===== src/rtl/spi_pkg.sv =====
// Shared types and helpers for the SPI receive peripheral.
// Sample-edge selection is centralised here so every SPI mode resolves the same way.
package spi_pkg;

   typedef enum logic [0:0] {
      IDLE  = 1'b0,
      SHIFT = 1'b1
   } spi_state_t;

   localparam int SPI_DEFAULT_TIMEOUT = 10000;

   // Modes 0 and 3 sample on the rising SCLK edge, modes 1 and 2 on the falling edge.
   function automatic logic sample_on_rising(input logic cpol, input logic cpha);
      return ((cpol ^ cpha) == 1'b0);
   endfunction

endpackage


===== src/rtl/spi_rx_fifo.sv =====
// First-word-fall-through receive FIFO; the head word is visible whenever the FIFO is non-empty.
// A push into a full FIFO only lands when a pop frees the head slot in the same cycle.
module spi_rx_fifo #(
   parameter int DATA_W     = 8,
   parameter int FIFO_DEPTH = 4
) (
   input  logic                          clk,
   input  logic                          rst_n,
   input  logic                          push,
   input  logic [DATA_W-1:0]             push_data,
   input  logic                          pop,
   output logic [DATA_W-1:0]             rd_data,
   output logic                          full,
   output logic                          empty,
   output logic [$clog2(FIFO_DEPTH):0]   count
);

   localparam int AW = $clog2(FIFO_DEPTH);

   logic [DATA_W-1:0] mem_r [FIFO_DEPTH];
   logic [AW-1:0]     wr_ptr_r;
   logic [AW-1:0]     rd_ptr_r;
   logic [AW:0]       count_r;
   logic              pop_s;
   logic              push_s;

   assign full    = (count_r == (AW+1)'(FIFO_DEPTH));
   assign empty   = (count_r == (AW+1)'(0));
   assign pop_s   = pop & ~empty;
   assign push_s  = push & (~full | pop_s);
   assign count   = count_r;
   assign rd_data = empty ? {DATA_W{1'b0}} : mem_r[rd_ptr_r];

   // Storage, power-of-two wrapping pointers and occupancy.
   always_ff @(posedge clk or negedge rst_n) begin
      if (!rst_n) begin
         for (int i = 0; i < FIFO_DEPTH; i++) begin
            mem_r[i] <= {DATA_W{1'b0}};
         end
         wr_ptr_r <= AW'(0);
         rd_ptr_r <= AW'(0);
         count_r  <= (AW+1)'(0);
      end else begin
         if (push_s) begin
            mem_r[wr_ptr_r] <= push_data;
            wr_ptr_r        <= wr_ptr_r + AW'(1);
         end
         if (pop_s) begin
            rd_ptr_r <= rd_ptr_r + AW'(1);
         end
         case ({push_s, pop_s})
            2'b10:   count_r <= count_r + (AW+1)'(1);
            2'b01:   count_r <= count_r - (AW+1)'(1);
            default: count_r <= count_r;
         endcase
      end
   end

endmodule


===== src/rtl/spi_peripheral_fifo.sv =====
// SPI receive peripheral: pin synchronisers, MSB-first shifter and IDLE/SHIFT framing FSM
// feeding an FWFT FIFO, with partial-word abort, inactivity timeout and sticky overflow.
module spi_peripheral_fifo
   import spi_pkg::*;
#(
   parameter int DATA_W         = 8,
   parameter int FIFO_DEPTH     = 4,
   parameter int CPOL           = 0,
   parameter int CPHA           = 0,
   parameter int TIMEOUT_CYCLES = SPI_DEFAULT_TIMEOUT
) (
   input  logic                          clk,
   input  logic                          rst_n,
   input  logic                          SCLK,
   input  logic                          COPI,
   input  logic                          spi_cs_n,
   input  logic                          rx_enable,
   output logic [DATA_W-1:0]             rx_data,
   output logic                          rx_valid,
   input  logic                          rx_ready,
   output logic [$clog2(FIFO_DEPTH):0]   fifo_count,
   output logic                          overflow,
   input  logic                          overflow_clr,
   output logic                          frame_abort,
   output logic                          busy
);

   localparam int   BC_W        = $clog2(DATA_W + 1);
   localparam int   TO_W        = $clog2(TIMEOUT_CYCLES + 1);
   localparam logic SAMPLE_RISE = sample_on_rising(1'(CPOL), 1'(CPHA));
   localparam logic SCLK_IDLE   = 1'(CPOL);

   logic              sclk_s1_r, sclk_s2_r, sclk_s3_r;
   logic              copi_s1_r, copi_s2_r;
   logic              cs_s1_r, cs_s2_r;
   spi_state_t        state_r, state_nxt_s;
   logic [BC_W-1:0]   bit_cnt_r;
   logic [DATA_W-1:0] shift_r;
   logic [TO_W-1:0]   tmo_cnt_r;
   logic              lock_r;
   logic              push_r;
   logic              frame_abort_r;
   logic              overflow_r;
   logic              edge_s, sample_s, leave_s, tmo_hit_s, word_done_s;
   logic              fifo_full_s, fifo_empty_s, pop_s, drop_s;

   // Two-stage synchronisers; SCLK gets a third stage so edges are seen on stable data.
   always_ff @(posedge clk or negedge rst_n) begin
      if (!rst_n) begin
         sclk_s1_r <= SCLK_IDLE;
         sclk_s2_r <= SCLK_IDLE;
         sclk_s3_r <= SCLK_IDLE;
         copi_s1_r <= 1'b0;
         copi_s2_r <= 1'b0;
         cs_s1_r   <= 1'b1;
         cs_s2_r   <= 1'b1;
      end else begin
         sclk_s1_r <= SCLK;
         sclk_s2_r <= sclk_s1_r;
         sclk_s3_r <= sclk_s2_r;
         copi_s1_r <= COPI;
         copi_s2_r <= copi_s1_r;
         cs_s1_r   <= spi_cs_n;
         cs_s2_r   <= cs_s1_r;
      end
   end

   assign edge_s      = SAMPLE_RISE ? (sclk_s2_r & ~sclk_s3_r) : (~sclk_s2_r & sclk_s3_r);
   assign tmo_hit_s   = (bit_cnt_r != BC_W'(0)) && (tmo_cnt_r == TO_W'(TIMEOUT_CYCLES - 1));
   assign word_done_s = sample_s && (bit_cnt_r == BC_W'(DATA_W - 1));

   always_ff @(posedge clk or negedge rst_n) begin
      if (!rst_n) begin
         state_r <= IDLE;
      end else begin
         state_r <= state_nxt_s;
      end
   end

   // A timed-out frame stays locked out until CS is released.
   always_comb begin
      state_nxt_s = state_r;
      case (state_r)
         IDLE: begin
            if (!cs_s2_r && rx_enable && !lock_r) begin
               state_nxt_s = SHIFT;
            end else begin
               state_nxt_s = IDLE;
            end
         end
         SHIFT: begin
            if (leave_s) begin
               state_nxt_s = IDLE;
            end else begin
               state_nxt_s = SHIFT;
            end
         end
         default: state_nxt_s = IDLE;
      endcase
   end

   always_comb begin
      leave_s  = 1'b0;
      sample_s = 1'b0;
      case (state_r)
         SHIFT: begin
            leave_s  = cs_s2_r | ~rx_enable | tmo_hit_s;
            sample_s = edge_s & ~leave_s;
         end
         IDLE: begin
            leave_s  = 1'b0;
            sample_s = 1'b0;
         end
         default: begin
            leave_s  = 1'b0;
            sample_s = 1'b0;
         end
      endcase
   end

   // Shifter, word strobe and abort pulse; the shifter is held cleared outside SHIFT.
   always_ff @(posedge clk or negedge rst_n) begin
      if (!rst_n) begin
         bit_cnt_r     <= BC_W'(0);
         shift_r       <= {DATA_W{1'b0}};
         push_r        <= 1'b0;
         frame_abort_r <= 1'b0;
      end else begin
         push_r        <= word_done_s;
         frame_abort_r <= leave_s && (bit_cnt_r != BC_W'(0));
         if (leave_s || (state_r == IDLE)) begin
            bit_cnt_r <= BC_W'(0);
            shift_r   <= {DATA_W{1'b0}};
         end else if (sample_s) begin
            shift_r   <= {shift_r[DATA_W-2:0], copi_s2_r};
            bit_cnt_r <= word_done_s ? BC_W'(0) : (bit_cnt_r + BC_W'(1));
         end
      end
   end

   always_ff @(posedge clk or negedge rst_n) begin
      if (!rst_n) begin
         tmo_cnt_r <= TO_W'(0);
         lock_r    <= 1'b0;
      end else begin
         if ((state_r == SHIFT) && (bit_cnt_r != BC_W'(0)) && !sample_s && !leave_s) begin
            tmo_cnt_r <= tmo_cnt_r + TO_W'(1);
         end else begin
            tmo_cnt_r <= TO_W'(0);
         end
         if (cs_s2_r) begin
            lock_r <= 1'b0;
         end else if ((state_r == SHIFT) && tmo_hit_s) begin
            lock_r <= 1'b1;
         end
      end
   end

   // shift_r still holds the completed word during the push cycle.
   spi_rx_fifo #(
      .DATA_W     (DATA_W),
      .FIFO_DEPTH (FIFO_DEPTH)
   ) u_rx_fifo (
      .clk       (clk),
      .rst_n     (rst_n),
      .push      (push_r),
      .push_data (shift_r),
      .pop       (rx_ready),
      .rd_data   (rx_data),
      .full      (fifo_full_s),
      .empty     (fifo_empty_s),
      .count     (fifo_count)
   );

   assign pop_s  = ~fifo_empty_s & rx_ready;
   assign drop_s = push_r & fifo_full_s & ~pop_s;

   // A dropped word wins over a clear request in the same cycle.
   always_ff @(posedge clk or negedge rst_n) begin
      if (!rst_n) begin
         overflow_r <= 1'b0;
      end else if (drop_s) begin
         overflow_r <= 1'b1;
      end else if (overflow_clr) begin
         overflow_r <= 1'b0;
      end
   end

   assign rx_valid    = ~fifo_empty_s;
   assign overflow    = overflow_r;
   assign frame_abort = frame_abort_r;
   assign busy        = (state_r == SHIFT);

endmodule


===== config.mk =====
export PLATFORM = sky130hd
export DESIGN_NAME = spi_peripheral_fifo
export DESIGN_NICKNAME = d
export VERILOG_FILES = /design/src/rtl/spi_pkg.sv /design/src/rtl/spi_rx_fifo.sv /design/src/rtl/spi_peripheral_fifo.sv
export SDC_FILE = /design/constraint.sdc
export NUM_CORES = 1
export LEC_CHECK = 0
export ABC_AREA = 0
export CAP_MARGIN = 20
export CORE_ASPECT_RATIO = 1.75
export CORE_UTILIZATION = 50
export CTS_BUF_LIST = sky130_fd_sc_hd__clkbuf_16
export DETAILED_ROUTE_END_ITERATION = 12
export PLACE_DENSITY = 0.78
export SETUP_SLACK_MARGIN = 0.5
export SLEW_MARGIN = 20
export SYNTH_ARGS = -nofsm -noshare
export SYNTH_HDL_FRONTEND = slang
export SYNTH_SLANG_ARGS = --single-unit

===== constraint.sdc =====
create_clock -name clk -period 4 [get_ports clk]
set_input_delay 1 -clock clk [delete_from_list [all_inputs] [get_ports clk]]
set_output_delay 1 -clock clk [all_outputs]
set_load 0.05 [all_outputs]

==> reports/summary.md <==
* number of filler instances in the final layout: 543
* Startpoint Class: register
* number of synthesized flops with an enable pin: 0
* overall overflow remaining after global route: 0
* ranking of synthesized cells by instance count: sky130_fd_sc_hd__dfrtp_1, sky130_fd_sc_hd__mux2_2, sky130_fd_sc_hd__nand2_1
* Hold Path Depth: 0
* clock latency at the later pin of the worst-skew pair: 0.33 ns
* cell chosen for the clock root: sky130_fd_sc_hd__clkbuf_16
* final clock skew: 0.0105 ns
* Port Buffers: 22
* r2r endpoint: u_rx_fifo.count[2]
* start point of the worst hold path: copi_s1_r
* drt pass-1 iters: 4
* area added between synthesis and finish: 18.0%
* H-tree depth: 3
* classification of the worst setup path: reg -> out
* HPWL after detailed placement: 3960 um
* longest individual stage delay on the worst path: 0.69 ns
* total of max-cap violations: 0
* number of warnings issued by yosys: 0
* WP buf/inv: 1
* cell types occupying the most area after synthesis: sky130_fd_sc_hd__dfrtp_1, sky130_fd_sc_hd__mux2_2, sky130_fd_sc_hd__mux4_2, sky130_fd_sc_hd__nand2_1, sky130_fd_sc_hd__ha_1
* post-cts gate resize count: 1
* Die ar.: 7170 um2
* final-report setup violation count: 0
* number of post-CTS setup repair buffers: 0
* I/O pin total: 23
* Slew @ Worst Pin: 0.928 ns
* sequential cell area: 1930 um2
* Placement Rows: 39
* number of max-slew violations in the final report: 0
* Chip Height: 111 um
* largest fanout on the critical path: 10
* pin count of the biggest net entering global routing: 78
* Post-DRT Antenna Nets: 0
* nets in the synthesized netlist: 294
* chain of cells forming the critical path: mux4_2, and2_1, clkdlybuf4s50_1
* headroom to the max-slew limit: 38.1%
* number of antenna violations at the first check in global routing: 0
* Critical Path End Type: output port
* area share of the largest cell type after synthesis: 55.0%
* Final GP Congestion: 0.775
* static leakage: 0.00177 uW
* highest clock frequency the design can meet: 0.303 GHz
* number of global-route vias before repair: 2136
* number of hold buffers added after CTS: 0
* Max IR drop VDD: 320 uV
* Non-Filler Cell Area, Final: 4030 um2
* Unique masters post-synth: 34
* count of clock tree sinks: 77
* power per unit of standard cell area: 537 nW/um2
* fraction of final layout cells with drive strength greater than 1: 20.2%
* setup repair after global routing missed its margin: false
* setup TNS: 0 ns
* reg-to-reg slack, setup: 1.76 ns
* mean area per synthesized cell: 12.3 um2
* dominant synthesized flop cell: sky130_fd_sc_hd__dfrtp_1
* cells on worst reg2reg path: 9
* Final min period: 3.31 ns
* status: finished, final reports clean
* clock-pin slew reported for the worst setup and hold paths after clock tree synthesis: 0.06 ns
* number of buffers created by CTS: 9
* Critical-path top delay cell: sky130_fd_sc_hd__clkdlybuf4s50_1
* Die Wd: 64.5 um
* Worst Hold Path EP: copi_s2_r
* diode insertion count for antenna repair: 0
* clock tree from TritonCTS: done
* routed wire length per instance: 15.4 um
* instance area after placement: 3690 um2
* Iteration-0 DRC Markers: 53
* Longest Clk Path Bufs: 2
* sequential share of the synthesized area: 56.5%
* beginning of the worst register-to-register path: u_rx_fifo.count[0]
* Final #Nets: 319
* largest area contributor in the synthesized netlist: sky130_fd_sc_hd__dfrtp_1
* Detailed Route WL: 6000 um
* fraction of the cycle the final worst path needs: 82.6%
* dominant delay contributor by cell family on the critical path: buffers and inverters
* Worst EP arrival: 2.31 ns
* Via Count: 2061
* global-route total usage across every layer: 18.6%
* async set-or-reset flop fraction in the synthesized netlist: 100%
* area of the placeable core: 6540 um2
* most common cell in the synthesized netlist: sky130_fd_sc_hd__dfrtp_1
* Hold Violations, Final: 0
* effective utilization at floorplan: 52.2%
* Remaining DRCs: 0
* vias per cell: 5.30
* area of the multi-input gates: 1380 um2
* netlist area before placement: 3410 um2
* wire length of the first global-routing pass: 10000 um
* Synth Instances: 277
* data required time of the worst path: 3.00 ns
* number of storage elements in the synthesis netlist: 77
* path category of the worst min-delay check: reg -> reg
[stage by stage]
step	worst slack [ns]	utilization, %	std cells	power [uW]	hold slack [ns]
4_1_cts	0.661	61.6	389	2180	0.349
2_1_floorplan	1.07	-	277	1150	0.331
6_report	0.695	61.6	389	2160	0.349
5_1_grt	0.594	61.6	389	2240	0.359
3_5_place_dp	0.786	56.4	373	1270	0.336
3_3_place_gp	0.849	56.4	373	1260	0.332
[registers in the layout, indices dropped and copies added, names as in the netlist]
| register | flops |
|---|---|
| bit_cnt_r | 4 |
| busy | 1 |
| copi_s1_r | 1 |
| copi_s2_r | 1 |
| cs_s1_r | 1 |
| cs_s2_r | 1 |
| frame_abort | 1 |
| lock_r | 1 |
| overflow | 1 |
| push_r | 1 |
| sclk_s1_r | 1 |
| sclk_s2_r | 1 |
| sclk_s3_r | 1 |
| shift_r | 8 |
| tmo_cnt_r | 14 |
| u_rx_fifo.count | 3 |
| u_rx_fifo.mem_r | 32 |
| u_rx_fifo.rd_ptr_r | 2 |
| u_rx_fifo.wr_ptr_r | 2 |
[power by group]
part	leakage (uW)	switching [uW]	internal, uW
clock network	0.000168	306	607
registers	0.00103	74.8	818
logic	0.000576	205	152
[per-layer routing]
layer / wire length [um] / part of all wire (%) / global-route usage (%) / vias up
met5: 0 / 0 / 0 / -
met4: 114 / 1.9 / 8.74 / 0
met3: 137 / 2.3 / 4.73 / 9
met2: 3350 / 56 / 31.8 / 25
met1: 2400 / 40 / 21.5 / 1037
li1: - / - / - / 990
[area by class of cell]
type,instances,share of cell area [%]
flip-flops and latches,77,47.9
multi-input cells,177,34.2
clock buffers,9,5.59
repair buffers,23,5.59
clock inverters,7,2.86
well taps,82,2.55
inverters,14,1.30
[logic make-up (layout without fill, tap and decap cells)]
group | after synthesis | count (layout) | synth area share [%]
simple gates | 89 | 89 | 12.8
flops | 77 | 77 | 56.5
mux | 41 | 41 | 16.1
buf+inv | 23 | 53 | 3.12
compound gates | 19 | 19 | 3.01
xor+xnor | 19 | 19 | 4.88
fa+ha+maj | 9 | 9 | 3.52
[placed cells by master (no fill, tap or decap), types with 2 or more instances in the layout]
cell,instances
sky130_fd_sc_hd__xor2_1,8
sky130_fd_sc_hd__nor2b_1,2
sky130_fd_sc_hd__nor3_1,4
sky130_fd_sc_hd__dfstp_2,2
sky130_fd_sc_hd__buf_4,2
sky130_fd_sc_hd__nand2_1,32
sky130_fd_sc_hd__clkbuf_16,9
sky130_fd_sc_hd__inv_1,15
sky130_fd_sc_hd__xnor2_1,11
sky130_fd_sc_hd__clkinv_4,2
sky130_fd_sc_hd__a21oi_1,14
sky130_fd_sc_hd__mux2_2,32
sky130_fd_sc_hd__or4_1,2
sky130_fd_sc_hd__or3_1,2
sky130_fd_sc_hd__nand3_1,5
sky130_fd_sc_hd__o21ai_0,3
sky130_fd_sc_hd__ha_1,8
sky130_fd_sc_hd__and2_1,10
sky130_fd_sc_hd__nand2b_1,2
sky130_fd_sc_hd__nor4_1,2
sky130_fd_sc_hd__mux4_2,8
sky130_fd_sc_hd__clkdlybuf4s50_1,21
sky130_fd_sc_hd__nand4_1,4
sky130_fd_sc_hd__bufinv_16,3
sky130_fd_sc_hd__nor2_1,19
sky130_fd_sc_hd__dfrtp_1,74
[worst max path at each step]
stage	startpoint	endpoint	slack, ns	depth (start not counted)
6_report	u_rx_fifo.rd_ptr_r[0]	rx_data[5]	0.69	3
5_1_grt	u_rx_fifo.rd_ptr_r[0]	rx_data[5]	0.59	3
4_1_cts	u_rx_fifo.rd_ptr_r[0]	rx_data[5]	0.66	3
3_5_place_dp	rx_ready	u_rx_fifo.count[2]	0.79	10
3_3_place_gp	u_rx_fifo.rd_ptr_r[0]	rx_data[5]	0.85	3
2_1_floorplan	u_rx_fifo.count[0]	rx_data[0]	1.07	3
Power figures use the tool's default switching activity.
